$ cat src/rtl/mem_arbiter.sv
// Two-port data-memory arbiter: pipeline MEM stage (port 0) vs loader/debug (port 1).
// Port 0 has priority until port 1 has been passed over MAX_WAIT times; one access in flight.
module mem_arbiter #(
  parameter int ADDR_W   = 32,
  parameter int DATA_W   = 32,
  parameter int MAX_WAIT = 4
) (
  input  logic              clk,
  input  logic              rst,
  input  logic              p0_ld,
  input  logic              p0_st,
  input  logic [ADDR_W-1:0] p0_addr,
  input  logic [DATA_W-1:0] p0_wdata,
  output logic [DATA_W-1:0] p0_rdata,
  output logic              p0_done,
  output logic              stall_M,
  input  logic              p1_req,
  input  logic              p1_we,
  input  logic [ADDR_W-1:0] p1_addr,
  input  logic [DATA_W-1:0] p1_wdata,
  output logic [DATA_W-1:0] p1_rdata,
  output logic              p1_done,
  output logic              m_ld,
  output logic              m_st,
  output logic [ADDR_W-1:0] m_addr,
  output logic [DATA_W-1:0] m_wdata,
  input  logic [DATA_W-1:0] m_rdata,
  input  logic              m_ready
);

  typedef enum logic [1:0] {IDLE, BUSY0, BUSY1} state_t;

  localparam logic [3:0] MAX_W4 = 4'(MAX_WAIT);

  state_t     state, state_nxt;
  logic [3:0] starve_cnt;
  logic       lat_st;
  logic       p0_any;
  logic       gnt0, gnt1;
  logic       busy;
  logic       fin0, fin1;

  assign p0_any  = p0_ld | p0_st;
  assign busy    = (state != IDLE);
  assign fin0    = (state == BUSY0) & m_ready;
  assign fin1    = (state == BUSY1) & m_ready;
  assign stall_M = p0_any & ~p0_done;
  assign m_ld    = busy & ~lat_st;
  assign m_st    = busy & lat_st;

  // No grant at all in a done cycle: the finishing requester still shows its
  // old request, and letting the other port slip in here would break the
  // MAX_WAIT fairness count under continuous contention.
  always_comb begin
    state_nxt = state;
    gnt0      = 1'b0;
    gnt1      = 1'b0;
    case (state)
      IDLE: begin
        if (!(p0_done | p1_done)) begin
          if (p0_any && (!p1_req || starve_cnt < MAX_W4)) begin
            gnt0      = 1'b1;
            state_nxt = BUSY0;
          end else if (p1_req) begin
            gnt1      = 1'b1;
            state_nxt = BUSY1;
          end
        end
      end
      BUSY0:   if (m_ready) state_nxt = IDLE;
      BUSY1:   if (m_ready) state_nxt = IDLE;
      default: state_nxt = IDLE;
    endcase
  end

  always_ff @(posedge clk or negedge rst) begin
    if (!rst) begin
      state      <= IDLE;
      starve_cnt <= '0;
      lat_st     <= 1'b0;
      p0_done    <= 1'b0;
      p1_done    <= 1'b0;
      p0_rdata   <= '0;
      p1_rdata   <= '0;
      m_addr     <= '0;
      m_wdata    <= '0;
    end else begin
      state   <= state_nxt;
      p0_done <= fin0;
      p1_done <= fin1;
      if (gnt0) begin
        m_addr  <= p0_addr;
        m_wdata <= p0_wdata;
        lat_st  <= p0_st;
        if (p1_req && starve_cnt < MAX_W4) starve_cnt <= starve_cnt + 4'd1;
      end
      if (gnt1) begin
        m_addr     <= p1_addr;
        m_wdata    <= p1_wdata;
        lat_st     <= p1_we;
        starve_cnt <= '0;
      end
      if (fin0 && !lat_st) p0_rdata <= m_rdata;
      if (fin1 && !lat_st) p1_rdata <= m_rdata;
    end
  end

endmodule

$ cat config.mk
export PLATFORM = sky130hd
export DESIGN_NAME = mem_arbiter
export DESIGN_NICKNAME = d
export VERILOG_FILES = /design/src/rtl/mem_arbiter.sv
export SDC_FILE = /design/constraint.sdc
export NUM_CORES = 1
export LEC_CHECK = 0
export ABC_AREA = 1
export CAP_MARGIN = 20
export CORE_MARGIN = 1
export CORE_UTILIZATION = 45
export CTS_CLUSTER_SIZE = 10
export DETAILED_ROUTE_END_ITERATION = 7
export PLACE_DENSITY = 0.92
export SLEW_MARGIN = 0
export SYNTH_ARGS = -nofsm -noshare
export SYNTH_HDL_FRONTEND = slang
export SYNTH_SLANG_ARGS = --single-unit
$ cat constraint.sdc
create_clock -name clk -period 3.7 [get_ports clk]
set_clock_uncertainty 0.05 [all_clocks]
set_input_delay 0.74 -clock clk [delete_from_list [all_inputs] [get_ports clk]]
set_output_delay 0.74 -clock clk [all_outputs]
set_load 0.05 [all_outputs]
==> results of run 1 <==
==> routing by layer <==
layer,vias up,global-route usage (%),part of all wire [%]
met4,0,10.6,2.6
met1,3111,29.5,38
met3,37,9.20,11
met5,-,0,0
met2,301,45.6,49
li1,3204,-,-
==> flip-flops by register name (all words and copies together) (netlist names) <==
name and cells:
state 2, p1_done 1, p1_rdata 32, m_wdata 32, lat_st 1, p0_done 1, m_addr 32, p0_rdata 32
starve_cnt 4
==> cells in the final DEF (no fill, tap or decap) <==
master,instances
o21ai_0,69
nand3_1,200
buf_6,1
nand3_2,1
nand2_2,5
bufinv_16,3
o21ai_1,1
nor2_8,1
clkdlybuf4s50_1,298
clkinvlp_4,2
clkinv_4,2
xor2_1,1
nor2_1,8
clkinv_2,1
or2_2,1
buf_4,11
clkbuf_1,1
inv_1,175
ha_1,4
inv_6,4
nand2_1,200
dfrtp_1,137
inv_2,1
nand2_4,1
clkbuf_16,17
clkbuf_8,2
nor2_2,1
==> cell usage after synthesis <==
cell type | n | area [um2]
nand2_4 | 1 | 11.3
nand3_1 | 200 | 1000
nand2_2 | 2 | 12.5
o21ai_0 | 69 | 345
or2_2 | 1 | 6.26
nor2_8 | 1 | 20.0
inv_1 | 175 | 657
inv_2 | 1 | 3.75
o21ai_1 | 1 | 5.00
dfrtp_1 | 137 | 3430
buf_2 | 19 | 95.1
nand3_2 | 1 | 10.0
clkbuf_1 | 13 | 48.8
buf_4 | 5 | 37.5
xor2_1 | 1 | 8.76
nor2_2 | 1 | 6.26
nor2_1 | 8 | 30.0
buf_6 | 10 | 113
nand2_1 | 203 | 762
ha_1 | 4 | 50.1
buf_1 | 5 | 18.8
==> through the flow <==
step	hold WS (ns)	worst slack [ns]	instances	utilization, %
final	0.261	0.544	1332	71.1
after global placement	0.404	0.574	1300	66.8
after floorplan	0.388	1.48	858	-
after CTS	0.284	0.568	1332	71.1
after detailed placement	0.414	0.583	1300	66.8
after global routing	0.309	0.523	1332	71.1
==> cells by family after synthesis <==
| logic type | count (synthesis) |
|---|---|
| buffers and inverters | 228 |
| and+or+nand+nor | 418 |
| adders and majority gates | 4 |
| DFF | 137 |
| AOI/OAI and AO/OA | 70 |
| xor gates and xnor gates | 1 |
==> how the worst max path moves through the flow <==
stage                     startpoint      end  depth (start not counted)  slack (ns)
after global placement         p0_st  stall_M                          4        0.57
after global routing           p0_st  stall_M                          4        0.52
final                          p0_st  stall_M                          4        0.54
after CTS                      p0_st  stall_M                          4        0.57
after floorplan                p0_ld  stall_M                          2        1.48
after detailed placement       p0_st  stall_M                          4        0.58
==> layout make-up <==
cell class              instances  area (um2)  area share [%]
clock buffers                  20         457            4.44
well taps                     184         230            2.24
multi-input cells             493        2280            22.1
repair buffers                310        3080            29.9
clock inverters                12         163            1.58
inverters                     176         661            6.42
flip-flops and latches        137        3430            33.3
==> power breakdown <==
| group | leakage (nW) | internal (mW) | switching, mW | total [mW] |
|---|---|---|---|---|
| clock | 0.298 | 1.11 | 0.664 | 1.77 |
| combinational | 3.32 | 1.92 | 4.28 | 6.21 |
| sequential | 1.70 | 2.24 | 0.428 | 2.67 |
| total | 5.32 | 5.27 | 5.38 | 10.6 |
==> results.toml, run 1 <==
[outcome]
outcome = "finished clean"

[timing]
fin_crit_sh_pct = 85.3
rsz0062_at_grt = "false"
slew_headroom_pct = 32.5
setup_viol = 0
worstMarginPinSlew_ns = 1.01
fin_tns_setup_ns = 0
hold_viol = 0
drv_slew = 0
layout_min_cycle_time_ns = 3.16
clock.fmax_mhz = 317

[global_route]
antenna_found_initial = 0
grt_max_degree = 69
grt_overflow = 0
grt_usage_pct = 26.4
grt_pass1_wl_um = 30600
grt_pass1_vias = 6284

[floorplan]
start_util_pct = 46.1
io_pins = 300
core_area_um2 = 14500
die_w_um = 124
die_h_um = 124
die_area_um2 = 15300
num_rows = 44

[setup_path]
required_ns = 2.91
crit_path_end_kind = "output port"
r2r_slack_ns = 1.23
ff2ff_path_depth = 8
crit_family = "buffers and inverters"
rr_startpoint = "state[0]"
cp_data_arrival_time_ns = 2.37
slowest_delay_ns = 0.85
reg2reg_to = "m_wdata[1]"
critical-path-slowest-cell = "clkdlybuf4s50_1"
start_kind = "primary input"
path_buf_inv = 2
crit_type = "in -> out"
crit_chain = "clkdlybuf4s50_1 > nor2_1 > nor2_1 > clkdlybuf4s50_1"
crit_fanout = 3

[clocking]
post_cts_resize_count = 0
cts.sinks = 137
clockBufferDepth = 2
cts_setup_buffers = 0
h-tree-depth = 4
root_buffer = "clkbuf_16"
numCtsBuffers = 17
clkLatencyLatePin_ns = 0.41
cts_hold_buffers = 0
tritoncts = "done"
path_clk_slew_ns = 0.06

[placed_design]
numPortBuffers = 299
postPlaceCellArea_um2 = 9670
place.gp.congestion = 0.780
dpl.hpwl_um = 13600

[logic_synthesis]
syn_area_per_cell_um2 = 7.77
synthSimpleGateAreaFrac_pct = 27.9
yosys.area_share.xor_xnor_pct = 0.131
synth_top_family_by_area = "simple AND/OR/NAND/NOR gates"
syn_nets = 1029
synthCells = 858
yosysUniqueCellTypes = 21
synth_compound_area_share_pct = 5.25
ys_seq_elements = 137
yosysSeqAreaShare_pct = 51.4
synth_warnings = 0
synth_area_um2 = 6670
synthAdderAreaFrac_pct = 0.750
synthMuxAreaShare_pct = 0

[flow_run]
max_cap_violations = 0

[power]
powerDensity_nw_per_um2 = 1030
p_leak_nw = 5.32
vdd_ir_drop_max_mv = 0.704
power.total_mw = 10.6

[route]
drt-initial-drc-count = 421
via_per_inst = 4.99
via_count = 6653
wl_um = 20100
drc = 0
post_drt_wl_per_cell_um = 15.1
ant_nets = 0
drt_first_pass_iters = 5

[finish]
design_area_um2 = 10300
num_antenna_cells = 0
drive_gt1_share_pct = 4.70
fill_cells = 1082
fin_nets = 1306
syn_to_final_growth_pct = 54.3

[min_path]
worstHoldPathType = "in -> async"
Power figures use the tool's default switching activity.
==> inputs of run 2 (changes only) <==
--- a/config.mk
+++ b/config.mk
@@ -6,12 +6,12 @@
 export NUM_CORES = 1
 export LEC_CHECK = 0
 export ABC_AREA = 1
-export CAP_MARGIN = 20
 export CORE_MARGIN = 1
 export CORE_UTILIZATION = 45
+export CTS_BUF_LIST = sky130_fd_sc_hd__clkbuf_4 sky130_fd_sc_hd__clkbuf_8 sky130_fd_sc_hd__clkbuf_16
 export CTS_CLUSTER_SIZE = 10
 export DETAILED_ROUTE_END_ITERATION = 7
-export PLACE_DENSITY = 0.92
+export PLACE_DENSITY_LB_ADDON = 0.08
 export SLEW_MARGIN = 0
 export SYNTH_ARGS = -nofsm -noshare
 export SYNTH_HDL_FRONTEND = slang
==> run 2 against run 1 <==
Design area down 0.61%. Flip-flop and latch count unchanged. Maximum frequency up 4.3%. Power down 2.2%. First-iteration DRC count down 19%. Final cell count down 0.23%. Core utilization down 0.43 points. Routed wire length down 3.2%. Sequential power about the same. Via count down 3.4%. Register-to-register slack better by 0.20 ns. Sequential share of layout area up 0.20 points. Critical path type unchanged. Largest cell class unchanged.
==> results.toml, run 2 (synthesis gave the netlist of run 1 again) <==
[floorplan]
start_util_pct = 46.1
core_area_um2 = 14500
die_h_um = 124
die_w_um = 124
die_area_um2 = 15300
num_rows = 44
io_pins = 300

[setup_path]
cp_num_cells = 4
r2r_slack_ns = 1.43
cp_data_arrival_time_ns = 2.24
reg2reg_to = "m_wdata[10]"
crit_path_end_kind = "output port"
ff2ff_path_depth = 9
crit_type = "in -> out"
required_ns = 2.91
path_buf_inv = 2
critical-path-slowest-cell = "clkdlybuf4s50_1"
crit_family = "buffers and inverters"
rr_startpoint = "state[1]"
slowest_delay_ns = 0.85
start_kind = "primary input"
crit_chain = "clkdlybuf4s50_1 > nor2_1 > nor2_1 > clkdlybuf4s50_1"
crit_fanout = 3

[finish]
syn_to_final_growth_pct = 53.3
final_common_cell = "clkdlybuf4s50_1"
fill_cells = 1217
design_area_um2 = 10200
fin_nets = 1303
drive_gt1_share_pct = 4.54
layout_common_cells = "298 x clkdlybuf4s50_1, 200 x nand2_1, 200 x nand3_1"
num_antenna_cells = 0

[placed_design]
postPlaceCellArea_um2 = 9670
numPortBuffers = 299
dpl.hpwl_um = 12900
pre_cts_ws_ns = 0.675
place.gp.congestion = 0.793

[clocking]
cts.sinks = 137
clockBufferDepth = 2
cts_setup_buffers = 0
path_clk_slew_ns = 0.06
numCtsBuffers = 17
h-tree-depth = 4
clkLatencyLatePin_ns = 0.42
tritoncts = "done"
root_buffer = "clkbuf_16"
cts_hold_buffers = 0
post_cts_resize_count = 0

[global_route]
antenna_found_initial = 0
grt_overflow = 0
grt_max_degree = 68
grt_usage_pct = 25.5
grt_pass1_wl_um = 29700
grt_pass1_vias = 5745

[power]
powerDensity_nw_per_um2 = 1020
vdd_ir_drop_max_mv = 0.709
p_leak_nw = 5.28

[timing]
rsz0062_at_grt = "false"
fin_tns_setup_ns = 0
holdWs_ns = 0.240
layout_min_cycle_time_ns = 3.03
worstMarginPinSlew_ns = 0.984
worst_slack_ns = 0.673
drv_slew = 0
slew_headroom_pct = 34.2
clock.fmax_mhz = 330
fin_crit_sh_pct = 81.8
hold_viol = 0
setup_viol = 0

[outcome]
outcome = "finished clean"

[flow_run]
max_cap_violations = 0

[route]
drt_first_pass_iters = 5
post_drt_wl_per_cell_um = 14.7
drt-met1-wl_um = 7860
via_count = 6427
drt-initial-drc-count = 340
wl_um = 19500
ant_nets = 0
met3_length_um = 2080
wl_met2_um = 9110
drc = 0
via_per_inst = 4.84
dr.max_layer_used = "met4"

[min_path]
worstHoldPathType = "in -> async"
run 2: layer usage:
metal | track usage, % | vias up
met5 | 0 | -
met1 | 31.6 | 2947
met3 | 9.84 | 34
met2 | 40.4 | 248
met4 | 9.19 | 0
li1 | - | 3198
run 2: where the power goes:
| group | switching [mW] | leakage, nW | total (mW) | internal, mW |
|---|---|---|---|---|
| clock | 0.710 | 0.266 | 1.59 | 0.881 |
| combinational | 4.26 | 3.32 | 6.18 | 1.92 |
| sequential | 0.402 | 1.70 | 2.65 | 2.24 |
run 2: worst max-delay path by stage:
stage          start       to  slack, ns
2_1_floorplan  p0_ld  stall_M       1.48
3_3_place_gp   p0_st  stall_M       0.66
3_5_place_dp   p0_st  stall_M       0.68
4_1_cts        p0_st  stall_M       0.66
5_1_grt        p0_st  stall_M       0.63
6_report       p0_st  stall_M       0.67
run 2: final cells by class:
class	instances	area, um2	area share [%]
Timing Repair Buffer	307	3080	30.1
Multi-Input combinational cell	493	2280	22.3
Sequential cell	137	3430	33.5
Clock buffer	17	425	4.16
Clock inverter	15	129	1.26
Tap cell	184	230	2.25
Inverter	176	661	6.46
run 2: stage by stage:
stage	instances	utilization (%)	power (mW)
2_1_floorplan	858	-	6.85
3_3_place_gp	1297	66.8	8.79
3_5_place_dp	1297	66.8	8.85
4_1_cts	1329	70.6	10.5
5_1_grt	1329	70.6	11.0
6_report	1329	70.6	10.4
